==> config.mk <==
export PLATFORM = sky130hd
export DESIGN_NAME = alu_writeback_flat
export DESIGN_NICKNAME = d
export VERILOG_FILES = /design/src/rtl/alu_writeback_if.sv /design/src/rtl/alu_writeback.sv /design/src/flat_wrapper.sv
export SDC_FILE = /design/constraint.sdc
export NUM_CORES = 1
export LEC_CHECK = 0
export BUFFER_PORTS_ARGS = -buffer_cell sky130_fd_sc_hd__buf_2
export CAP_MARGIN = 10
export CORE_UTILIZATION = 54
export CTS_BUF_LIST = sky130_fd_sc_hd__clkbuf_16
export DETAILED_ROUTE_END_ITERATION = 8
export PLACE_DENSITY = 0.86
export SETUP_SLACK_MARGIN = 0.02
export SYNTH_ARGS = -nofsm -noshare
export SYNTH_HDL_FRONTEND = slang
export SYNTH_SLANG_ARGS = --single-unit
==> constraint.sdc <==
create_clock -name clk -period 4.2 [get_ports clk]
set_input_delay 0.84 -clock clk [delete_from_list [all_inputs] [get_ports clk]]
set_output_delay 0.84 -clock clk [all_outputs]
set_load 0.01 [all_outputs]
==> src/rtl/alu_writeback_if.sv <==
// -----------------------------------------------------------------------------
// alu_writeback_if
//
// Bundles the three handshake groups of the ALU writeback stage:
//   * issue stream from the ALU : in_valid/in_ready, i_datain, pc, result, flags
//   * memory request port       : mem_req, mem_we, mem_addr, mem_wdata,
//                                 mem_rdata, mem_ack
//   * retire stream             : retire_valid, next_pc, exc_code
//
// Modports:
//   slave  - the writeback stage itself (consumes the issue stream, owns the
//            memory request and the retire stream).
//   master - its environment (ALU upstream, memory, retire consumer).
// -----------------------------------------------------------------------------
interface alu_writeback_if;

  // Issue stream from the ALU
  logic        in_valid;
  logic        in_ready;
  logic [31:0] i_datain;
  logic [31:0] pc;
  logic [31:0] result;
  logic [2:0]  flags;      // {ZF, SF, OF}

  // Memory request port
  logic        mem_req;
  logic        mem_we;
  logic [31:0] mem_addr;
  logic [31:0] mem_wdata;
  logic [31:0] mem_rdata;
  logic        mem_ack;

  // Retire stream
  logic        retire_valid;
  logic [31:0] next_pc;
  logic [1:0]  exc_code;   // 00 none, 01 overflow, 10 bus timeout

  modport slave (
    input  in_valid, i_datain, pc, result, flags,
    input  mem_rdata, mem_ack,
    output in_ready,
    output mem_req, mem_we, mem_addr, mem_wdata,
    output retire_valid, next_pc, exc_code
  );

  modport master (
    output in_valid, i_datain, pc, result, flags,
    output mem_rdata, mem_ack,
    input  in_ready,
    input  mem_req, mem_we, mem_addr, mem_wdata,
    input  retire_valid, next_pc, exc_code
  );

endinterface

==> src/rtl/alu_writeback.sv <==
// -----------------------------------------------------------------------------
// alu_writeback
//
// Stage directly behind the single-cycle ALU. It owns the architectural
// register file (and feeds regs[0]/regs[1] back to the ALU as gr0/gr1),
// performs register writeback, traps signed overflow, resolves beq/bne,
// generates next_pc, and runs lw/sw over a req/ack memory port guarded by a
// timeout counter.
//
// Ports:
//   clk   - clock, all state changes on the rising edge
//   rst   - synchronous, active-high reset
//   bus   - alu_writeback_if.slave: issue stream, memory port, retire stream
//   gr0   - regs[0], combinational from the register array
//   gr1   - regs[1], combinational from the register array
//
// Parameters:
//   NUM_REGS    - architectural registers (>= 2); writes to higher indices
//                 are dropped, stores from them send 0
//   MEM_TIMEOUT - mem_req cycles without mem_ack before a bus-error exception
//   EXC_VECTOR  - next_pc reported with any exception
//
// Timing: a non-memory instruction is accepted and written back on one edge
// and retires in the following cycle, so one instruction per cycle is
// sustained. lw/sw hold in_ready low until the access completes or times out.
// -----------------------------------------------------------------------------
module alu_writeback #(
  parameter int          NUM_REGS    = 2,
  parameter int          MEM_TIMEOUT = 15,
  parameter logic [31:0] EXC_VECTOR  = 32'h8000_0180
) (
  input  logic           clk,
  input  logic           rst,
  alu_writeback_if.slave bus,
  output logic [31:0]    gr0,
  output logic [31:0]    gr1
);

  // ---------------------------------------------------------------------------
  // Constants
  // ---------------------------------------------------------------------------
  localparam int IDX_W = (NUM_REGS > 1) ? $clog2(NUM_REGS) : 1;
  localparam int CNT_W = $clog2(MEM_TIMEOUT + 1);

  localparam logic [5:0]       NUM_REGS_L = 6'(NUM_REGS);
  localparam logic [CNT_W-1:0] TIMEOUT_L  = CNT_W'(MEM_TIMEOUT);

  localparam logic [1:0] IDLE   = 2'd0;
  localparam logic [1:0] MEM_RD = 2'd1;
  localparam logic [1:0] MEM_WR = 2'd2;

  localparam logic [1:0] EXC_NONE = 2'b00;
  localparam logic [1:0] EXC_OVF  = 2'b01;
  localparam logic [1:0] EXC_BUS  = 2'b10;

  localparam logic [5:0] OP_RTYPE = 6'b000000;
  localparam logic [5:0] OP_BEQ   = 6'b000100;
  localparam logic [5:0] OP_BNE   = 6'b000101;
  localparam logic [5:0] OP_ADDI  = 6'b001000;
  localparam logic [5:0] OP_ADDIU = 6'b001001;
  localparam logic [5:0] OP_SLTI  = 6'b001010;
  localparam logic [5:0] OP_SLTIU = 6'b001011;
  localparam logic [5:0] OP_ANDI  = 6'b001100;
  localparam logic [5:0] OP_ORI   = 6'b001101;
  localparam logic [5:0] OP_XORI  = 6'b001110;
  localparam logic [5:0] OP_LW    = 6'b100011;
  localparam logic [5:0] OP_SW    = 6'b101011;

  localparam logic [5:0] F_SLL  = 6'b000000;
  localparam logic [5:0] F_SRL  = 6'b000010;
  localparam logic [5:0] F_SRA  = 6'b000011;
  localparam logic [5:0] F_SLLV = 6'b000100;
  localparam logic [5:0] F_SRLV = 6'b000110;
  localparam logic [5:0] F_SRAV = 6'b000111;
  localparam logic [5:0] F_ADD  = 6'b100000;
  localparam logic [5:0] F_ADDU = 6'b100001;
  localparam logic [5:0] F_SUB  = 6'b100010;
  localparam logic [5:0] F_SUBU = 6'b100011;
  localparam logic [5:0] F_AND  = 6'b100100;
  localparam logic [5:0] F_OR   = 6'b100101;
  localparam logic [5:0] F_XOR  = 6'b100110;
  localparam logic [5:0] F_NOR  = 6'b100111;
  localparam logic [5:0] F_SLT  = 6'b101010;
  localparam logic [5:0] F_SLTU = 6'b101011;

  // ---------------------------------------------------------------------------
  // State
  // ---------------------------------------------------------------------------
  logic [1:0]       state;
  logic [31:0]      regs [NUM_REGS];
  logic [4:0]       mem_rt;    // load destination captured at accept
  logic [31:0]      mem_pc;    // pc of the in-flight lw/sw
  logic [CNT_W-1:0] mem_cnt;   // mem_req cycles elapsed without ack

  // ---------------------------------------------------------------------------
  // Instruction decode
  // ---------------------------------------------------------------------------
  logic [5:0]  opcode;
  logic [5:0]  func;
  logic [4:0]  rt;
  logic [4:0]  rd;
  logic        zf;
  logic        sf;
  logic        of;
  logic [31:0] seq_pc;
  logic [31:0] br_target;
  logic        accept;
  logic        is_mem;
  logic        is_load;

  assign opcode = bus.i_datain[31:26];
  assign rt     = bus.i_datain[20:16];
  assign rd     = bus.i_datain[15:11];
  assign func   = bus.i_datain[5:0];
  assign zf     = bus.flags[2];
  assign sf     = bus.flags[1];
  assign of     = bus.flags[0];

  // rs and shamt are consumed by the ALU only; folded here so they read as
  // intentionally ignored.
  logic unused_fields;
  assign unused_fields = ^{bus.i_datain[25:21], bus.i_datain[10:6]};

  assign seq_pc    = bus.pc + 32'd4;
  // simm << 2: sign bit replicated into the top 14 bits, two zero LSBs.
  assign br_target = seq_pc + {{14{bus.i_datain[15]}}, bus.i_datain[15:0], 2'b00};

  assign bus.in_ready = (state == IDLE);
  assign accept       = bus.in_valid && (state == IDLE);
  assign is_load      = (opcode == OP_LW);
  assign is_mem       = is_load || (opcode == OP_SW);

  // Writeback / next-pc decision for a non-memory instruction.
  logic        dec_wr_en;
  logic [4:0]  dec_wr_idx;
  logic [31:0] dec_wr_data;
  logic [31:0] dec_npc;
  logic [1:0]  dec_exc;

  // NOTE: every output gets a default before the case so no path can leave
  // one unassigned -- otherwise synthesis infers a latch.
  always_comb begin
    dec_wr_en   = 1'b0;
    dec_wr_idx  = rt;
    dec_wr_data = bus.result;
    dec_npc     = seq_pc;
    dec_exc     = EXC_NONE;

    case (opcode)
      OP_RTYPE: begin
        dec_wr_idx = rd;
        case (func)
          F_ADD, F_SUB: begin
            if (of) begin
              dec_npc = EXC_VECTOR;
              dec_exc = EXC_OVF;
            end else begin
              dec_wr_en = 1'b1;
            end
          end
          F_ADDU, F_SUBU, F_AND, F_OR, F_XOR, F_NOR,
          F_SLL, F_SRL, F_SRA, F_SLLV, F_SRLV, F_SRAV: dec_wr_en = 1'b1;
          F_SLT, F_SLTU: begin
            dec_wr_en   = 1'b1;
            dec_wr_data = {31'b0, sf};
          end
          default: ;  // unknown func: no write, fall through to pc + 4
        endcase
      end
      OP_ADDI: begin
        if (of) begin
          dec_npc = EXC_VECTOR;
          dec_exc = EXC_OVF;
        end else begin
          dec_wr_en = 1'b1;
        end
      end
      OP_ADDIU, OP_ANDI, OP_ORI, OP_XORI: dec_wr_en = 1'b1;
      OP_SLTI, OP_SLTIU: begin
        dec_wr_en   = 1'b1;
        dec_wr_data = {31'b0, sf};
      end
      OP_BEQ: if (zf)  dec_npc = br_target;
      OP_BNE: if (!zf) dec_npc = br_target;
      default: ;  // unknown opcode (and lw/sw, handled by the FSM)
    endcase
  end

  // ---------------------------------------------------------------------------
  // Register file: a single write port shared by ALU writeback and load data.
  // The two sources live in different states so they never collide.
  // ---------------------------------------------------------------------------
  logic        ld_done;
  logic        wr_en;
  logic        wr_hit;
  logic [4:0]  wr_idx;
  logic [31:0] wr_data;
  logic [31:0] store_data;

  assign ld_done = (state == MEM_RD) && bus.mem_ack;
  assign wr_en   = ld_done || (accept && !is_mem && dec_wr_en);
  assign wr_idx  = ld_done ? mem_rt        : dec_wr_idx;
  assign wr_data = ld_done ? bus.mem_rdata : dec_wr_data;
  // Indices past the implemented file are silently dropped.
  assign wr_hit  = wr_en && ({1'b0, wr_idx} < NUM_REGS_L);

  assign store_data = ({1'b0, rt} < NUM_REGS_L) ? regs[rt[IDX_W-1:0]] : 32'd0;

  // NOTE: the register array is architecturally visible and must read as zero
  // after reset, so it is cleared here; a plain data buffer would not need it.
  always_ff @(posedge clk) begin
    if (rst) begin
      for (int i = 0; i < NUM_REGS; i++) regs[i] <= '0;
    end else if (wr_hit) begin
      regs[wr_idx[IDX_W-1:0]] <= wr_data;
    end
  end

  assign gr0 = regs[0];
  assign gr1 = regs[1];

  // ---------------------------------------------------------------------------
  // Control FSM, memory port and retire stream
  // ---------------------------------------------------------------------------
  logic [CNT_W-1:0] cnt_inc;

  assign cnt_inc     = mem_cnt + 1'b1;
  // mem_req is a pure state decode, so a reset during an access drops it in
  // the very next cycle.
  assign bus.mem_req = (state == MEM_RD) || (state == MEM_WR);

  // NOTE: sequential state uses non-blocking assignments so every flop samples
  // the pre-edge values regardless of statement order.
  always_ff @(posedge clk) begin
    if (rst) begin
      state            <= IDLE;
      mem_rt           <= '0;
      mem_pc           <= '0;
      mem_cnt          <= '0;
      bus.mem_we       <= 1'b0;
      bus.mem_addr     <= '0;
      bus.mem_wdata    <= '0;
      bus.retire_valid <= 1'b0;
      bus.next_pc      <= '0;
      bus.exc_code     <= EXC_NONE;
    end else begin
      bus.retire_valid <= 1'b0;

      case (state)
        IDLE: begin
          if (bus.in_valid) begin
            if (is_mem) begin
              // Address/direction/data are latched once and then held for
              // the whole request.
              state        <= is_load ? MEM_RD : MEM_WR;
              mem_rt       <= rt;
              mem_pc       <= bus.pc;
              mem_cnt      <= '0;
              bus.mem_addr <= bus.result;
              bus.mem_we   <= !is_load;
              if (!is_load) bus.mem_wdata <= store_data;
            end else begin
              bus.retire_valid <= 1'b1;
              bus.next_pc      <= dec_npc;
              bus.exc_code     <= dec_exc;
            end
          end
        end

        MEM_RD, MEM_WR: begin
          // Ack is tested first so an ack on the final allowed cycle wins
          // over the timeout.
          if (bus.mem_ack) begin
            state            <= IDLE;
            bus.retire_valid <= 1'b1;
            bus.next_pc      <= mem_pc + 32'd4;
            bus.exc_code     <= EXC_NONE;
          end else if (cnt_inc == TIMEOUT_L) begin
            state            <= IDLE;
            bus.retire_valid <= 1'b1;
            bus.next_pc      <= EXC_VECTOR;
            bus.exc_code     <= EXC_BUS;
          end else begin
            mem_cnt <= cnt_inc;
          end
        end

        default: state <= IDLE;
      endcase
    end
  end

endmodule

==> src/flat_wrapper.sv <==
// flat-port wrapper written by rule: the top's interface ports become plain ports
module alu_writeback_flat 
#(
  parameter int          NUM_REGS    = 2,
  parameter int          MEM_TIMEOUT = 15,
  parameter logic [31:0] EXC_VECTOR  = 32'h8000_0180
)
  (clk, rst, gr0, gr1, bus_in_valid, bus_i_datain, bus_pc, bus_result, bus_flags, bus_mem_rdata, bus_mem_ack, bus_in_ready, bus_mem_req, bus_mem_we, bus_mem_addr, bus_mem_wdata, bus_retire_valid, bus_next_pc, bus_exc_code);
  alu_writeback_if bus_i ();
  input  logic clk;
  input  logic rst;
  output logic [31:0] gr0;
  output logic [31:0] gr1;
  input wire logic [$bits(bus_i.in_valid)-1:0] bus_in_valid;
  input wire logic [$bits(bus_i.i_datain)-1:0] bus_i_datain;
  input wire logic [$bits(bus_i.pc)-1:0] bus_pc;
  input wire logic [$bits(bus_i.result)-1:0] bus_result;
  input wire logic [$bits(bus_i.flags)-1:0] bus_flags;
  input wire logic [$bits(bus_i.mem_rdata)-1:0] bus_mem_rdata;
  input wire logic [$bits(bus_i.mem_ack)-1:0] bus_mem_ack;
  output wire logic [$bits(bus_i.in_ready)-1:0] bus_in_ready;
  output wire logic [$bits(bus_i.mem_req)-1:0] bus_mem_req;
  output wire logic [$bits(bus_i.mem_we)-1:0] bus_mem_we;
  output wire logic [$bits(bus_i.mem_addr)-1:0] bus_mem_addr;
  output wire logic [$bits(bus_i.mem_wdata)-1:0] bus_mem_wdata;
  output wire logic [$bits(bus_i.retire_valid)-1:0] bus_retire_valid;
  output wire logic [$bits(bus_i.next_pc)-1:0] bus_next_pc;
  output wire logic [$bits(bus_i.exc_code)-1:0] bus_exc_code;
  assign bus_i.in_valid = bus_in_valid;
  assign bus_i.i_datain = bus_i_datain;
  assign bus_i.pc = bus_pc;
  assign bus_i.result = bus_result;
  assign bus_i.flags = bus_flags;
  assign bus_i.mem_rdata = bus_mem_rdata;
  assign bus_i.mem_ack = bus_mem_ack;
  assign bus_in_ready = bus_i.in_ready;
  assign bus_mem_req = bus_i.mem_req;
  assign bus_mem_we = bus_i.mem_we;
  assign bus_mem_addr = bus_i.mem_addr;
  assign bus_mem_wdata = bus_i.mem_wdata;
  assign bus_retire_valid = bus_i.retire_valid;
  assign bus_next_pc = bus_i.next_pc;
  assign bus_exc_code = bus_i.exc_code;
  alu_writeback #(.NUM_REGS(NUM_REGS), .MEM_TIMEOUT(MEM_TIMEOUT), .EXC_VECTOR(EXC_VECTOR)) u_core (.clk(clk), .rst(rst), .bus(bus_i), .gr0(gr0), .gr1(gr1));
endmodule
# Word-level counts from Yosys, hierarchy flattened
# Memories as Yosys holds them, arrays and structs flattened.
# Cells that the tools add are included.
[classes]
n_addsub = 4
n_lt_le_gt_ge = 2
n_eq_ne = 35
muxes = 51
n_bitwise = 1
reduce_logical = 26
[op_table]
columns = ["operator", "count"]
rows = [
  ["$mux 32", 12],
  ["$pmux 32 s2", 2],
  ["$pmux 32 s4", 1],
  ["$eq 6x6->1 const B", 12],
  ["$add 32x3->32 const B", 2],
  ["$eq 6x4->1 const B", 7],
  ["$add 32x32->32", 1],
  ["$reduce_or 32->1", 1],
  ["$eq 6x3->1 const B", 5],
  ["$mux 2", 10],
  ["$mux 4", 4],
  ["$reduce_or 14->1", 1],
  ["$mux 1", 13],
  ["$eq 6x2->1 const B", 2],
  ["$logic_not 6->1", 2],
  ["$pmux 2 s2", 3],
  ["$lt 5x2->1 const B", 2],
  ["$mux 5", 2],
  ["$ne 2x2->1 const B", 4],
  ["$pmux 4 s2", 1],
  ["$reduce_and 4->1", 2],
  ["$reduce_or 2->1", 4],
  ["$reduce_and 3->1", 2],
  ["$reduce_or 6->1", 1],
  ["15 further kinds", 23],
]
[totals]
regBits = 143
ramBits = 64
input_bits = 135
out_inout_bits = 166
elab_cells = 130
n_memories = 1
[mem_list]
columns = ["memory", "depth", "word_bits", "read_ports", "rd_ports_with_merged_regs", "write_ports", "line_no", "source"]
rows = [
  ["u_core.regs", 2, 32, 3, 0, 2, "alu_writeback.sv:90", "logic [31:0] regs [NUM_REGS];"],
]

# Longest topological paths before layout
[depth]
depth_word = 12
ltp_mapped = 17
depth_no_buf = 16

# Worst setup path before layout
# Ideal clock, no wire load.
[synth_timing]
path_type = "input port to flip-flop"
start = "input bus_pc[7]"
end = "register u_core.bus.next_pc[28]"
setup_ns = 0.132
arrival_ns = 3.782
required_time_ns = 4.068
slack_ns = 0.287
stages = 16
path_buffers = 1
path_cell_list = "and4_1 -> buf_6 -> nand2_1 -> nor2_1 -> nand3_1 -> xnor2_1 -> ha_1 -> a21o_1 -> a21oi_1 -> or3b_2 -> o21ai_0 -> o211ai_1 -> a21oi_1 -> xnor2_1 -> a221oi_1 -> nor3_1"
[synth_via]
elab_chain_len = 7
elab_cells_between_ends = 10
cone_classes = "add/sub (2); mux (8)"
[synth_lines]
columns = ["item", "line_no", "source"]
rows = [
  ["start, declared", "flat_wrapper.sv:16", "input wire logic [$bits(bus_i.pc)-1:0] bus_pc;"],
  ["$add 32x3->32 *", "alu_writeback.sv:124", "assign seq_pc = bus.pc + 32'd4;"],
  ["$add 32x32->32 / $mux 32 (equally long branches)", "alu_writeback.sv:126, alu_writeback.sv:154, alu_writeback.sv:171", ""],
  ["$mux 32 (on tied branches)", "alu_writeback.sv:184, alu_writeback.sv:152, alu_writeback.sv:183", ""],
  ["$pmux 32 s4 *", "alu_writeback.sv:149", "case (opcode)"],
  ["$mux 32 *", "alu_writeback.sv:252", "if (is_mem) begin"],
  ["$mux 32 *", "alu_writeback.sv:251", "if (bus.in_valid) begin"],
  ["$pmux 32 s2 *", "alu_writeback.sv:249", "case (state)"],
  ["end signal, assigned", "alu_writeback.sv:264", "bus.next_pc <= dec_npc;"],
  ["end signal, assigned", "alu_writeback.sv:276", "bus.next_pc <= mem_pc + 32'd4;"],
  ["end, declared", "alu_writeback_if.sv:43", "output retire_valid, next_pc, exc_code"],
]
# Mark *: on every way between the ends. The rest lies on a longest branch, timed or not. The select of a mux whose other input is x is not followed.
# A chain may end at the register's enable or synchronous reset.

# Worst setup path after layout
[layout_timing]
start = "input bus_pc[7]"
end = "register u_core.bus.next_pc[21]"
# Same word-level chain as after synthesis.

==> flow_summary.ini <==
[run_status]
status = completed

[critical_path]
cp-start-kind = primary input
cp-startpoint = bus_pc[7]
crit_chain = buf_2 > and4_1 > nand2_1 > nor2_1 > nand3_1 > buf_4 > nor2_1 > xor2_1 > ha_1 > buf_4 > and2_1 > a31oi_1 > a21oi_1 > o21ai_0 > a21boi_0 > o21a_1 > o31a_1 > a2111oi_1
path_delay_family = compound AO/OA/AOI/OAI gates
slowest_stage = a2111oi_1
cp.arrival_ps = 4220
critPathMaxFanout = 3
r2r_slack_ps = 1350
crit_path_end_kind = flop
rr_startpoint = u_core.mem_pc[7]$_SDFFE_PP0P_
crit_type = primary input to flop
path_buf_inv = 3
critical-path-max-stage-delay_ps = 300
critPathRequiredTime_ps = 4600

[synth]
synthArstFlopShare_pct = 0
seq_area_frac_synth_pct = 41.6
yosys.area.top_type = dfxtp_1
ys_warn_count = 0
synthCells = 1405
synth_top_flop_cell = dfxtp_1
synth_edf_count = 64
yosysTopAreaCellShare_pct = 24.9
synth_cell_types = 64
ys_seq_elements = 207
syn_area_per_cell_um2 = 8.19
netlist_area_um2 = 11500
ys_top_cells_by_area = dfxtp_1, edfxtp_1, a21oi_1, nand2_1, nor2_1
syn-num-nets = 1583

[timing]
setup_viol = 0
fin_crit_sh_pct = 91.0
min_period_ps = 3820
timing.final.ws_setup_ps = 379
tightestPinTransition_ps = 1140
hold_viol = 0
slew_headroom_pct = 24.1
fmax_mhz = 262
finClkSkew_ps = 21.0
slew_viol_final = 0
rsz0062_at_grt = no

[die]
die_h_um = 148
dieArea_um2 = 21900
io_pins = 301
die-width_um = 148
core_um2 = 21000
rows = 53
initial_core_util_pct = 54.9

[clock_network]
clkLatencyLatePin_ps = 520
postCtsHoldBufs = 0
cts_buffers = 23
htree_levels = 1
root_buffer = clkbuf_16
cts_sinks = 207
clk_path_buf_depth = 3
cts_tree = built
clkTransAtPathRegs_ps = 60

[layout]
drive_above_1_share_pct = 24.8
syn2layout_area_growth_pct = 26.0
nNetsFinal = 1901
stdcell_count = 2017
fin_util_pct = 69.2

[pwr]
power_frac_clock_pct = 41.7
seq_power_share_pct = 40.6
finalPower_mw = 5.35
internal_power_mw = 3.89
power.net_switching_mw = 1.46
p_per_area_nw_per_um2 = 369
leakage_nw = 6.24
swShare_pct = 27.3
ir_worst_vdd_uv = 323
pwr-share-comb_pct = 17.7

[grt]
grt_pass1_wl_um = 59700
track_usage_pct = 34.5
grt_max_degree = 77
grt_antenna_before_repair = 1
grt_pass1_vias = 11400
gr-total-overflow = 0

[placed_design]
placed_cells = 1973
io_buffers = 295
gp_congestion = 0.967
pre_cts_slack_ps = -56.4
dp_hpwl_um = 28200

[routing]
drt-vias-per-instance = 6.05
drt-total-wl_um = 39100
post_drt_wl_per_cell_um = 19.4
drt_iter0_drc = 1073
vias = 12200
drt_first_pass_iters = 5
drc = 0
ant_nets = 0

[hold_path]
hold_start = u_core.bus.mem_addr[0]$_SDFFE_PP0P_
hp-class = flop to flop

[job]
drv_cap = 0
[timing repair]
item | CTS | global route
endpoints found under the setup margin | 0 | 1
setup buffers | 0 | 0
gates resized for setup | 0 | 1
endpoints found under the hold margin | 0 | 0
[layout make-up]
| cell class | count | area (µm²) |
|---|---|---|
| multi-input cells | 1091 | 6340 |
| flip-flops and latches | 207 | 4780 |
| fillers | 1699 | 6450 |
| clock buffers | 23 | 576 |
| inverters | 20 | 75.1 |
| diodes | 2 | 5.00 |
| well taps | 275 | 344 |
| repair buffers | 380 | 2120 |
| clock inverters | 19 | 267 |
[stage by stage]
step / TNS, ps / hold slack [ps] / area (µm²)
6_report: 0 / 453 / 14500
5_1_grt: 0 / 469 / 14500
4_1_cts: 0 / 451 / 14500
3_5_place_dp: -98.2 / 443 / 13700
3_3_place_gp: -14.7 / 439 / 13700
2_1_floorplan: 0 / 436 / 11500
[power by group through the flow]
stage	combinational [mW]	sequential [mW]	clock, mW
floorplan	0.495	2.24	0
global placement	0.912	2.21	0
detailed placement	0.924	2.21	0
CTS	0.931	2.17	2.25
global route	1.02	2.18	2.32
finish	0.949	2.17	2.23
[cell usage in the layout (no fill, tap or decap), drive strengths merged, types with 23 or more instances in the layout]
cell / n
buf: 380
nand2: 213
a21oi: 186
nor2: 173
dfxtp: 143
nor3: 67
edfxtp: 64
xnor2: 51
and3: 43
o21ai: 43
ha: 42
mux2i: 37
nand3: 37
xor2: 31
clkbuf: 23
inv: 23
[worst min-delay path, cell delays in order (launching register included)]
cell     delay (ps)
dfxtp_1         310
nand2_1          50
a21oi_1          50
[kinds of logic after synthesis]
| group | share of synthesized area (%) |
|---|---|
| flops | 41.6 |
| compound gates | 17.1 |
| fa+ha+maj | 4.74 |
| xor+xnor | 6.30 |
| simple gates | 23.4 |
| buf+inv | 3.58 |
| mux | 3.31 |
[flip-flops by register name (all words and copies together) (netlist names)]
name                     flops
u_core.bus.next_pc          32
u_core.bus.exc_code          2
u_core.bus.retire_valid      1
u_core.bus.mem_we            1
u_core.bus.mem_addr         32
u_core.mem_pc               32
u_core.mem_rt                5
u_core.state                 2
u_core.mem_cnt               4
u_core.bus.mem_wdata        32
u_core.regs                 64
[routing by layer]
layer  track usage (%)  part of all wire, %  vias up  wire length, µm
met5                 0                    0        -                0
met3              6.05                  9.2      159             3610
li1                  -                    -     5641                -
met2              57.7                   47      684            18500
met1              42.4                   38     5713            14800
met4              17.8                  5.6        0             2200
[worst paths after layout]
path                                    endpoint  cells past startpoint
min          u_core.bus.mem_addr[0]$_SDFFE_PP0P_                      2
max reg2reg  u_core.bus.next_pc[29]$_SDFFE_PP0P_                      9
min reg2reg  u_core.bus.mem_addr[0]$_SDFFE_PP0P_                      2
max          u_core.bus.next_pc[21]$_SDFFE_PP0P_                     18
[synthesized netlist by cell type (all sizes together) (2+ instances only)]
cell type	number
o221ai	8
nand2b	5
a21boi	3
dfxtp	143
edfxtp	64
a21o	17
buf	5
and2	4
nor3	67
a221oi	18
and3	43
and4	8
nand4	21
nor2b	2
a21oi	186
o21bai	2
o22ai	2
or4	2
o21ai	43
nand3	37
ha	42
nor4	7
a31oi	4
o31a	3
a2111oi	2
nand3b	2
clkbuf	82
or3b	2
xnor2	51
a22oi	7
o2111ai	2
nor2	173
or3	6
o21a	6
o211ai	10
or2	2
a221o	3
nand2	213
inv	19
a211oi	7
xor2	31
o41ai	2
mux2i	37
Power figures use the tool's default switching activity.
